File: src/rtl/pwm_cfg_sequencer_if.sv
// pwm_cfg_sequencer_if: command port, status and APB write bus for the PWM reprogramming sequencer.
interface pwm_cfg_sequencer_if;
    logic        cmd_valid;
    logic        cmd_ready;
    logic [31:0] cmd_pre;
    logic [31:0] cmd_cmp1;
    logic [31:0] cmd_cmp2;
    logic        cmd_en;
    logic        busy;
    logic        done;
    logic        err;
    logic        PSEL;
    logic        PENABLE;
    logic        PWRITE;
    logic [17:0] PADDR;
    logic [31:0] PWDATA;
    logic        PREADY;
    modport master (
        input  cmd_valid, cmd_pre, cmd_cmp1, cmd_cmp2, cmd_en, PREADY,
        output cmd_ready, busy, done, err, PSEL, PENABLE, PWRITE, PADDR, PWDATA
    );
    modport slave (
        output cmd_valid, cmd_pre, cmd_cmp1, cmd_cmp2, cmd_en, PREADY,
        input  cmd_ready, busy, done, err, PSEL, PENABLE, PWRITE, PADDR, PWDATA
    );
endinterface

File: src/rtl/pwm_cfg_sequencer.sv
// pwm_cfg_sequencer: APB master that rewrites the PWM32 PRE/TMRCMP1/TMRCMP2/TMREN registers from one command.
module pwm_cfg_sequencer #(
    parameter int TIMEOUT       = 16,
    parameter bit DISABLE_FIRST = 1'b1
) (
    input logic                 PCLK,
    input logic                 PRESETn,
    pwm_cfg_sequencer_if.master bus
);
    localparam logic [1:0] IDLE   = 2'd0;
    localparam logic [1:0] SETUP  = 2'd1;
    localparam logic [1:0] ACCESS = 2'd2;
    localparam logic [1:0] DONE   = 2'd3;
    localparam int WW = $clog2(TIMEOUT + 1);
    localparam logic [WW-1:0] WAIT_MAX = WW'(TIMEOUT - 1);
    localparam logic [2:0] FIRST = DISABLE_FIRST ? 3'd0 : 3'd1;
    logic [1:0]    state_q, state_d;
    logic [2:0]    idx_q, idx_d;
    logic [WW-1:0] wait_q, wait_d;
    logic [31:0]   pre_q, pre_d, cmp1_q, cmp1_d, cmp2_q, cmp2_d;
    logic          en_q, en_d, err_q, err_d;
    logic          sel;
    logic [17:0]   addr;
    logic [31:0]   wdata;
    always_comb begin
        state_d = state_q;
        idx_d   = idx_q;
        wait_d  = wait_q;
        pre_d   = pre_q;
        cmp1_d  = cmp1_q;
        cmp2_d  = cmp2_q;
        en_d    = en_q;
        err_d   = err_q;
        if (state_q == IDLE && bus.cmd_valid) begin
            state_d = SETUP;
            idx_d   = FIRST;
            err_d   = 1'b0;
            pre_d   = bus.cmd_pre;
            cmp1_d  = bus.cmd_cmp1;
            cmp2_d  = bus.cmd_cmp2;
            en_d    = bus.cmd_en;
        end else if (state_q == SETUP) begin
            state_d = ACCESS;
            wait_d  = '0;
        end else if (state_q == ACCESS) begin
            if (bus.PREADY) begin
                state_d = (idx_q == 3'd4) ? DONE : SETUP;
                idx_d   = idx_q + 3'd1;
            end else if (wait_q == WAIT_MAX) begin
                // TIMEOUT-th stalled cycle: abandon the remaining writes
                state_d = DONE;
                err_d   = 1'b1;
            end else begin
                wait_d = wait_q + 1'b1;
            end
        end else if (state_q == DONE) begin
            state_d = IDLE;
        end
    end
    always_ff @(posedge PCLK) begin
        if (!PRESETn) begin
            state_q <= IDLE;
            idx_q   <= '0;
            wait_q  <= '0;
            pre_q   <= '0;
            cmp1_q  <= '0;
            cmp2_q  <= '0;
            en_q    <= 1'b0;
            err_q   <= 1'b0;
        end else begin
            state_q <= state_d;
            idx_q   <= idx_d;
            wait_q  <= wait_d;
            pre_q   <= pre_d;
            cmp1_q  <= cmp1_d;
            cmp2_q  <= cmp2_d;
            en_q    <= en_d;
            err_q   <= err_d;
        end
    end
    assign sel   = (state_q == SETUP) || (state_q == ACCESS);
    assign addr  = (idx_q == 3'd1) ? 18'h4 : (idx_q == 3'd2) ? 18'h1 : (idx_q == 3'd3) ? 18'h2 : 18'h8;
    assign wdata = (idx_q == 3'd1) ? pre_q : (idx_q == 3'd2) ? cmp1_q : (idx_q == 3'd3) ? cmp2_q :
                   (idx_q == 3'd4) ? {31'b0, en_q} : 32'h0;
    assign bus.PSEL      = sel;
    assign bus.PENABLE   = (state_q == ACCESS);
    assign bus.PWRITE    = sel;
    assign bus.PADDR     = sel ? addr : '0;
    assign bus.PWDATA    = sel ? wdata : '0;
    assign bus.cmd_ready = (state_q == IDLE);
    assign bus.busy      = (state_q != IDLE);
    assign bus.done      = (state_q == DONE);
    assign bus.err       = err_q;
endmodule
File: src/flat_wrapper.sv
// flat-port wrapper written by rule: the top's interface ports become plain ports
module pwm_cfg_sequencer_flat 
#(
    parameter int TIMEOUT       = 16,
    parameter bit DISABLE_FIRST = 1'b1
)
  (PCLK, PRESETn, bus_cmd_valid, bus_cmd_pre, bus_cmd_cmp1, bus_cmd_cmp2, bus_cmd_en, bus_PREADY, bus_cmd_ready, bus_busy, bus_done, bus_err, bus_PSEL, bus_PENABLE, bus_PWRITE, bus_PADDR, bus_PWDATA);
  pwm_cfg_sequencer_if bus_i ();
  input logic PCLK;
  input logic PRESETn;
  input wire logic [$bits(bus_i.cmd_valid)-1:0] bus_cmd_valid;
  input wire logic [$bits(bus_i.cmd_pre)-1:0] bus_cmd_pre;
  input wire logic [$bits(bus_i.cmd_cmp1)-1:0] bus_cmd_cmp1;
  input wire logic [$bits(bus_i.cmd_cmp2)-1:0] bus_cmd_cmp2;
  input wire logic [$bits(bus_i.cmd_en)-1:0] bus_cmd_en;
  input wire logic [$bits(bus_i.PREADY)-1:0] bus_PREADY;
  output wire logic [$bits(bus_i.cmd_ready)-1:0] bus_cmd_ready;
  output wire logic [$bits(bus_i.busy)-1:0] bus_busy;
  output wire logic [$bits(bus_i.done)-1:0] bus_done;
  output wire logic [$bits(bus_i.err)-1:0] bus_err;
  output wire logic [$bits(bus_i.PSEL)-1:0] bus_PSEL;
  output wire logic [$bits(bus_i.PENABLE)-1:0] bus_PENABLE;
  output wire logic [$bits(bus_i.PWRITE)-1:0] bus_PWRITE;
  output wire logic [$bits(bus_i.PADDR)-1:0] bus_PADDR;
  output wire logic [$bits(bus_i.PWDATA)-1:0] bus_PWDATA;
  assign bus_i.cmd_valid = bus_cmd_valid;
  assign bus_i.cmd_pre = bus_cmd_pre;
  assign bus_i.cmd_cmp1 = bus_cmd_cmp1;
  assign bus_i.cmd_cmp2 = bus_cmd_cmp2;
  assign bus_i.cmd_en = bus_cmd_en;
  assign bus_i.PREADY = bus_PREADY;
  assign bus_cmd_ready = bus_i.cmd_ready;
  assign bus_busy = bus_i.busy;
  assign bus_done = bus_i.done;
  assign bus_err = bus_i.err;
  assign bus_PSEL = bus_i.PSEL;
  assign bus_PENABLE = bus_i.PENABLE;
  assign bus_PWRITE = bus_i.PWRITE;
  assign bus_PADDR = bus_i.PADDR;
  assign bus_PWDATA = bus_i.PWDATA;
  pwm_cfg_sequencer #(.TIMEOUT(TIMEOUT), .DISABLE_FIRST(DISABLE_FIRST)) u_core (.PCLK(PCLK), .PRESETn(PRESETn), .bus(bus_i));
endmodule
File: config.mk
export PLATFORM = sky130hd
export DESIGN_NAME = pwm_cfg_sequencer_flat
export DESIGN_NICKNAME = d
export VERILOG_FILES = /design/src/rtl/pwm_cfg_sequencer_if.sv /design/src/rtl/pwm_cfg_sequencer.sv /design/src/flat_wrapper.sv
export SDC_FILE = /design/constraint.sdc
export NUM_CORES = 1
export LEC_CHECK = 0
export BUFFER_PORTS_ARGS = -buffer_cell sky130_fd_sc_hd__buf_2
export CORE_MARGIN = 2
export CORE_UTILIZATION = 30
export DETAILED_ROUTE_END_ITERATION = 8
export HOLD_SLACK_MARGIN = 0.1
export SETUP_SLACK_MARGIN = 0.4
export SLEW_MARGIN = 20
export SYNTH_ARGS = -nofsm -noshare
export SYNTH_HDL_FRONTEND = slang
export SYNTH_SLANG_ARGS = --single-unit
File: constraint.sdc
create_clock -name PCLK -period 1.7 [get_ports PCLK]
set_input_delay 0.085 -clock PCLK [delete_from_list [all_inputs] [get_ports PCLK]]
set_output_delay 0.085 -clock PCLK [all_outputs]
set_load 0.05 [all_outputs]
### Word-level counts from Yosys, hierarchy flattened

Index checks and enable logic that the tools add are counted.

* bits in registers: 108
* input bits: 101
* output and inout port bits: 57
* logic and storage cells: 60

* add/sub/neg operators: 2
* equal/unequal tests: 12
* muxes and demuxes: 20
* bitwise gates (word level): 4
* reduce and logical (&&, ||, !) cells: 13

Operators by type and width (number)
* two-way mux 32 bit: 4
* two-way mux 18 bit: 3
* two-way mux 5 bit: 4
* two-way mux 2 bit: 6
* AND reduction 4 bit: 2
* equality test 3 x 2 -> 1 bit, second input constant: 2
* adder 5 x 1 -> 5 bit, second input constant: 1
* equality test 5 x 4 -> 1 bit, second input constant: 1
* != test 5 x 2 -> 1 bit, second input constant: 1
* equality test 2 bit, second input constant: 2
* two-way mux 4 bit: 1
* != test 2 x 1 -> 1 bit, second input constant: 2
* != test 4 x 2 -> 1 bit, second input constant: 1
* inverter 1 bit: 4
* AND reduction 2 bit: 2
* nonzero test 2 bit: 2
* nonzero test 4 bit: 1
* adder 3 x 1 -> 3 bit, second input constant: 1
* equality test 3 x 1 -> 1 bit, second input constant: 1
* equality test 3 bit, second input constant: 1
* AND reduction 3 bit: 1
* nonzero test 3 bit: 1
* equality test 2 x 1 -> 1 bit, second input constant: 1
* zero test 2 bit: 1
* 4 further kinds: 5

### Depth between registers and ports, before layout

* word-level depth: 6
* mapped depth: 8
* depth with buffers taken out: 6

### Worst setup path after synthesis

No wires, ideal clock.

* path kind: reg2out
* start: reg u_core.state_q[1]
* end: out bus_PADDR[0]
* arrival: 2644 ps
* data required time: 1615 ps
* setup slack: -1029 ps
* cell stages (with the launch flop): 4
* path buffers: 0
* cells stage by stage: dfxtp_1 -> inv_1 -> ha_1 -> nor4bb_1

* word-level cells in the longest chain between the ends: 3
* elaborated cells between the ends (all ways): 4
* those cells by class: eq/ne (2); mux (1); reduce/logical (1)

RTL lines
* start: declaration: RTL line pwm_cfg_sequencer.sv:17 `logic [1:0] state_q, state_d;`
* start signal: assignment: RTL line pwm_cfg_sequencer.sv:71 `state_q <= state_d;`
* equality test 2 x 1 -> 1 bit / equality test 2 bit (equally long branches): RTL line pwm_cfg_sequencer.sv:81 `assign sel = (state_q == SETUP) || (state_q == ACCESS);`
* logical OR 1 bit (*): RTL line pwm_cfg_sequencer.sv:81
* net bus_PSEL: RTL line flat_wrapper.sv:21 `output wire logic [$bits(bus_i.PSEL)-1:0] bus_PSEL;`
* two-way mux 18 bit (*): RTL line pwm_cfg_sequencer.sv:88 `assign bus.PADDR = sel ? addr : '0;`
* end: declaration: RTL line flat_wrapper.sv:24 `output wire logic [$bits(bus_i.PADDR)-1:0] bus_PADDR;`

The timed path passes the listed nets; every way through them passes the cells marked *.

### Worst setup path after layout

* start: reg u_core.idx_q[1]
* end: out bus_PWDATA[21]

* word-level cells in the longest chain between the ends: 5
* elaborated cells between the ends (all ways): 7
* those cells by class: eq/ne (3); mux (4)

RTL lines
* start: declaration: RTL line pwm_cfg_sequencer.sv:18 `logic [2:0] idx_q, idx_d;`
* start signal: assignment: RTL line pwm_cfg_sequencer.sv:72 `idx_q <= idx_d;`
* equality test 3 x 2 -> 1 bit: RTL line pwm_cfg_sequencer.sv:83 `assign wdata = (idx_q == 3'd1) ? pre_q : (idx_q == 3'd2) ? cmp1_q : (idx_q == 3'd3) ? cmp2_q :`
* two-way mux 32 bit (2 in a row): RTL line pwm_cfg_sequencer.sv:83
* two-way mux 32 bit (*): RTL line pwm_cfg_sequencer.sv:83
* two-way mux 32 bit (*): RTL line pwm_cfg_sequencer.sv:89 `assign bus.PWDATA = sel ? wdata : '0;`
* end: declaration: RTL line flat_wrapper.sv:25 `output wire logic [$bits(bus_i.PWDATA)-1:0] bus_PWDATA;`

Every way passes the cells marked *; elsewhere a longest branch is shown, timed or not.

==> run metrics <==
outcome finished, violations left; violated checks DRC, setup timing; Detail Route Antenna Nets 0; number of levels the H-tree was split into 3; CTS tree done; sequential power share 0.298; CTS Buf Count 9; cell area after placement 7060 um^2; drt pass-1 iters 7; syn_area_per_cell about 7.5 um^2; total congestion overflow 0; Placement Setup Slack -0.148 ns; top cell type's share of synthesized area 0.390; switch share 0.360; final routed wire length divided by cell count ~19 um; internal cell power roughly 6500 uW; DRC violations left 10; Clk pwr share 0.215; Hold Fails Final Rpt 0; CTS Root Cell clkbuf_16; effective utilization at floorplan 0.307; number of top-level design ports 158; Horiz. Die Dim approximately 140 um; overall routed net length approximately 24,000 um; final cell area excluding filler cells approximately 11,000 um^2; via count of the first global-routing pass a little over 6,000; maximum number of pins on one net before global-route repair 60; Worst Hold Margin 0.203 ns; CTS sink count 108; Max Root-Sink Buffers 2; Post-Layout Cell Count 1,269; clock insertion delay at the later pin of the skew report 0.35 ns; logic gate share of total power 0.487; Mapped Cells 740; first-pass GRT wire length 34,100 um; standby leakage power 0.00497 uW; highest net fanout along the worst path 6; netlist area before placement 5550 um^2; Filler Cells Inserted 1,388; number of antenna violations at the first check in global routing 1; Max Cap Viol 0; net switching power 3670 uW; max-slew violation total from the final report 0; class of the most critical setup path flip-flop to output port; vertical die dimension 140 um; sequential cell area fraction in the yosys report 0.390; PnR worst setup slack -0.330 ns; setup repair after global routing missed its margin true; post-synthesis register bit count 108; Row Count 49; Clk pin slew, worst setup/hold paths 0.07 ns; worst clock skew 0.00423 ns; Synth area leader dfxtp_1; Iter 0 DRT Violations 495; Port-buffer cells 143; Worst Setup Start Kind flip-flop; kind of end point of the critical path output port; maximum vdd drop 1.10 mV; maximum achievable frequency 0.493 GHz; portion of the clock cycle consumed by the worst path in the final layout 1.19; number of setup violations in the final report 41; layout cell share with drive strength beyond 1 0.547; Critical Path RT 1.62 ns; most frequent cells in the layout 101 x nand2_1, 101 x buf_2, 101 x dfxtp_1; time the worst path needs with I/O delays and setup 2.03 ns; overall track demand over capacity in global routing 0.224; vias per std cell 5.04; cell area power density 906 nW/um^2; Sequential Area 2180 um^2; Final nets 1,148; via count of the routed design 6,394; Yosys Warn Count 0; die area 19,600 um^2; total placed cells including tap cells 1,085; distinct cell type count of the synthesized netlist 37; area delta synth->final 103%; FF-to-FF setup slack -0.16 ns; Hold Crit Class primary input to flip-flop; area of the core 18,100 um^2; top area cells in the synthesized netlist dfxtp_1 39%, nand2_1 18%, a21boi_1 13%, nor3b_1 4.3%, and3_1 3.8%; sum of net half-perimeters after detailed placement between 10,000 and 15,000 um; data arrival at the endpoint of the critical path roughly 2.0 ns; final weighted congestion of routability-driven global placement 0.791; multi-input combinational cell area 4750 um^2
==> state kept, by name, summed over array words and instances, names as in the netlist <==
name and count:
u_core.state_q 2, u_core.cmp2_q 32, u_core.bus.err 1, u_core.cmp1_q 32, u_core.pre_q 32, u_core.wait_q 5, u_core.en_q 1, u_core.idx_q 3
==> worst max-delay path, stage by stage (launching register included) <==
cell      delay (ns)
dfxtp_4         0.40
inv_4           0.05
ha_4            0.20
o21bai_4        0.14
buf_12          0.15
buf_12          0.12
buf_16          0.12
nand2_1         0.07
and3_4          0.19
buf_6           0.14
==> what timing repair did <==
action | 4_1_cts | 5_1_grt
pin swaps | 112 | 120
hold endpoints to repair | 104 | 0
hold buffers | 100 | 0
cloned | 24 | 4
buffers inserted | 28 | 11
gates resized for setup | 288 | 226
setup endpoints to repair | 137 | 150
==> synthesized netlist by cell type <==
master         count
buf_6              1
nor2_1             3
and2_0             1
ha_1              13
or3_1              1
nor3b_1           32
o21bai_1           1
inv_2              1
a21boi_1          99
conb_1             1
o21ba_1            1
a311oi_1           1
nor2b_1           32
dfxtp_1          108
inv_1              9
nand3_1            2
clkbuf_1          49
buf_2              7
or3b_1             1
xnor2_1            1
buf_4             15
and2_1             1
o21ai_1           35
dlygate4sd1_1      1
nor3_1             2
and3_1            34
a21bo_2            1
nand3b_1           2
nor4bb_1           1
o31a_1             2
o31ai_1            2
a211oi_1           2
or4b_1             2
or4_1              3
nand2_1          263
a21oi_1            9
a21bo_1            1
==> logic make-up after synthesis <==
| family | Yosys count | synth area share |
|---|---|---|
| and+or+nand+nor | 380 | 0.318 |
| DFF | 108 | 0.390 |
| AOI/OAI and AO/OA | 154 | 0.190 |
| xor gates and xnor gates | 1 | 0.00158 |
| buffers and inverters | 83 | 0.0701 |
| adders and majority gates | 13 | 0.0293 |
| other | 1 | 0.000676 |
==> path summary, 6_finish.rpt <==
kind	startpoint	endpoint	depth (start not counted)
max	u_core.idx_q[1]$_SDFFE_PP0P_	bus_PWDATA[21]	9
max reg2reg	u_core.wait_q[1]$_SDFFE_PN0P_	u_core.state_q[0]$_SDFFE_PN0P_	6
min reg2reg	u_core.pre_q[22]$_SDFFE_PN0P_	u_core.pre_q[22]$_SDFFE_PN0P_	2
min	bus_PREADY	u_core.idx_q[0]$_SDFFE_PP0P_	4
==> per-stage QoR <==
step | power (uW) | utilization | setup TNS (ns)
after floorplan | 4700 | - | -0.400
after global placement | 5230 | 0.391 | -0.235
after detailed placement | 5260 | 0.391 | -0.310
after CTS | 9340 | 0.559 | -8.39
after global routing | 10600 | 0.622 | -11.45
final | 10200 | 0.622 | -9.05
==> layer usage <==
layer,share of wire,track usage
met1,0.42,0.287
met2,0.51,0.378
met3,0.052,0.0530
met4,0.022,0.0638
met5,0,0
==> power groups by stage <==
stage | clock, uW | sequential, uW | combinational [uW]
detailed placement | 0 | 3040 | 2220
floorplan | 0 | 3000 | 1700
finish | 2200 | 3030 | 4960
global placement | 0 | 3030 | 2200
global route | 2330 | 3060 | 5180
CTS | 2250 | 2990 | 4100
==> area by class of cell <==
class,count,area share
Multi-Input combinational cell,568,0.422
Antenna cell,1,0.000223
Clock buffer,15,0.0238
Tap cell,229,0.0255
Sequential cell,108,0.194
Inverter,10,0.00423
Clock inverter,1,0.00267
Timing Repair Buffer,337,0.328
No activity file was read; power rests on OpenSTA's default activity.
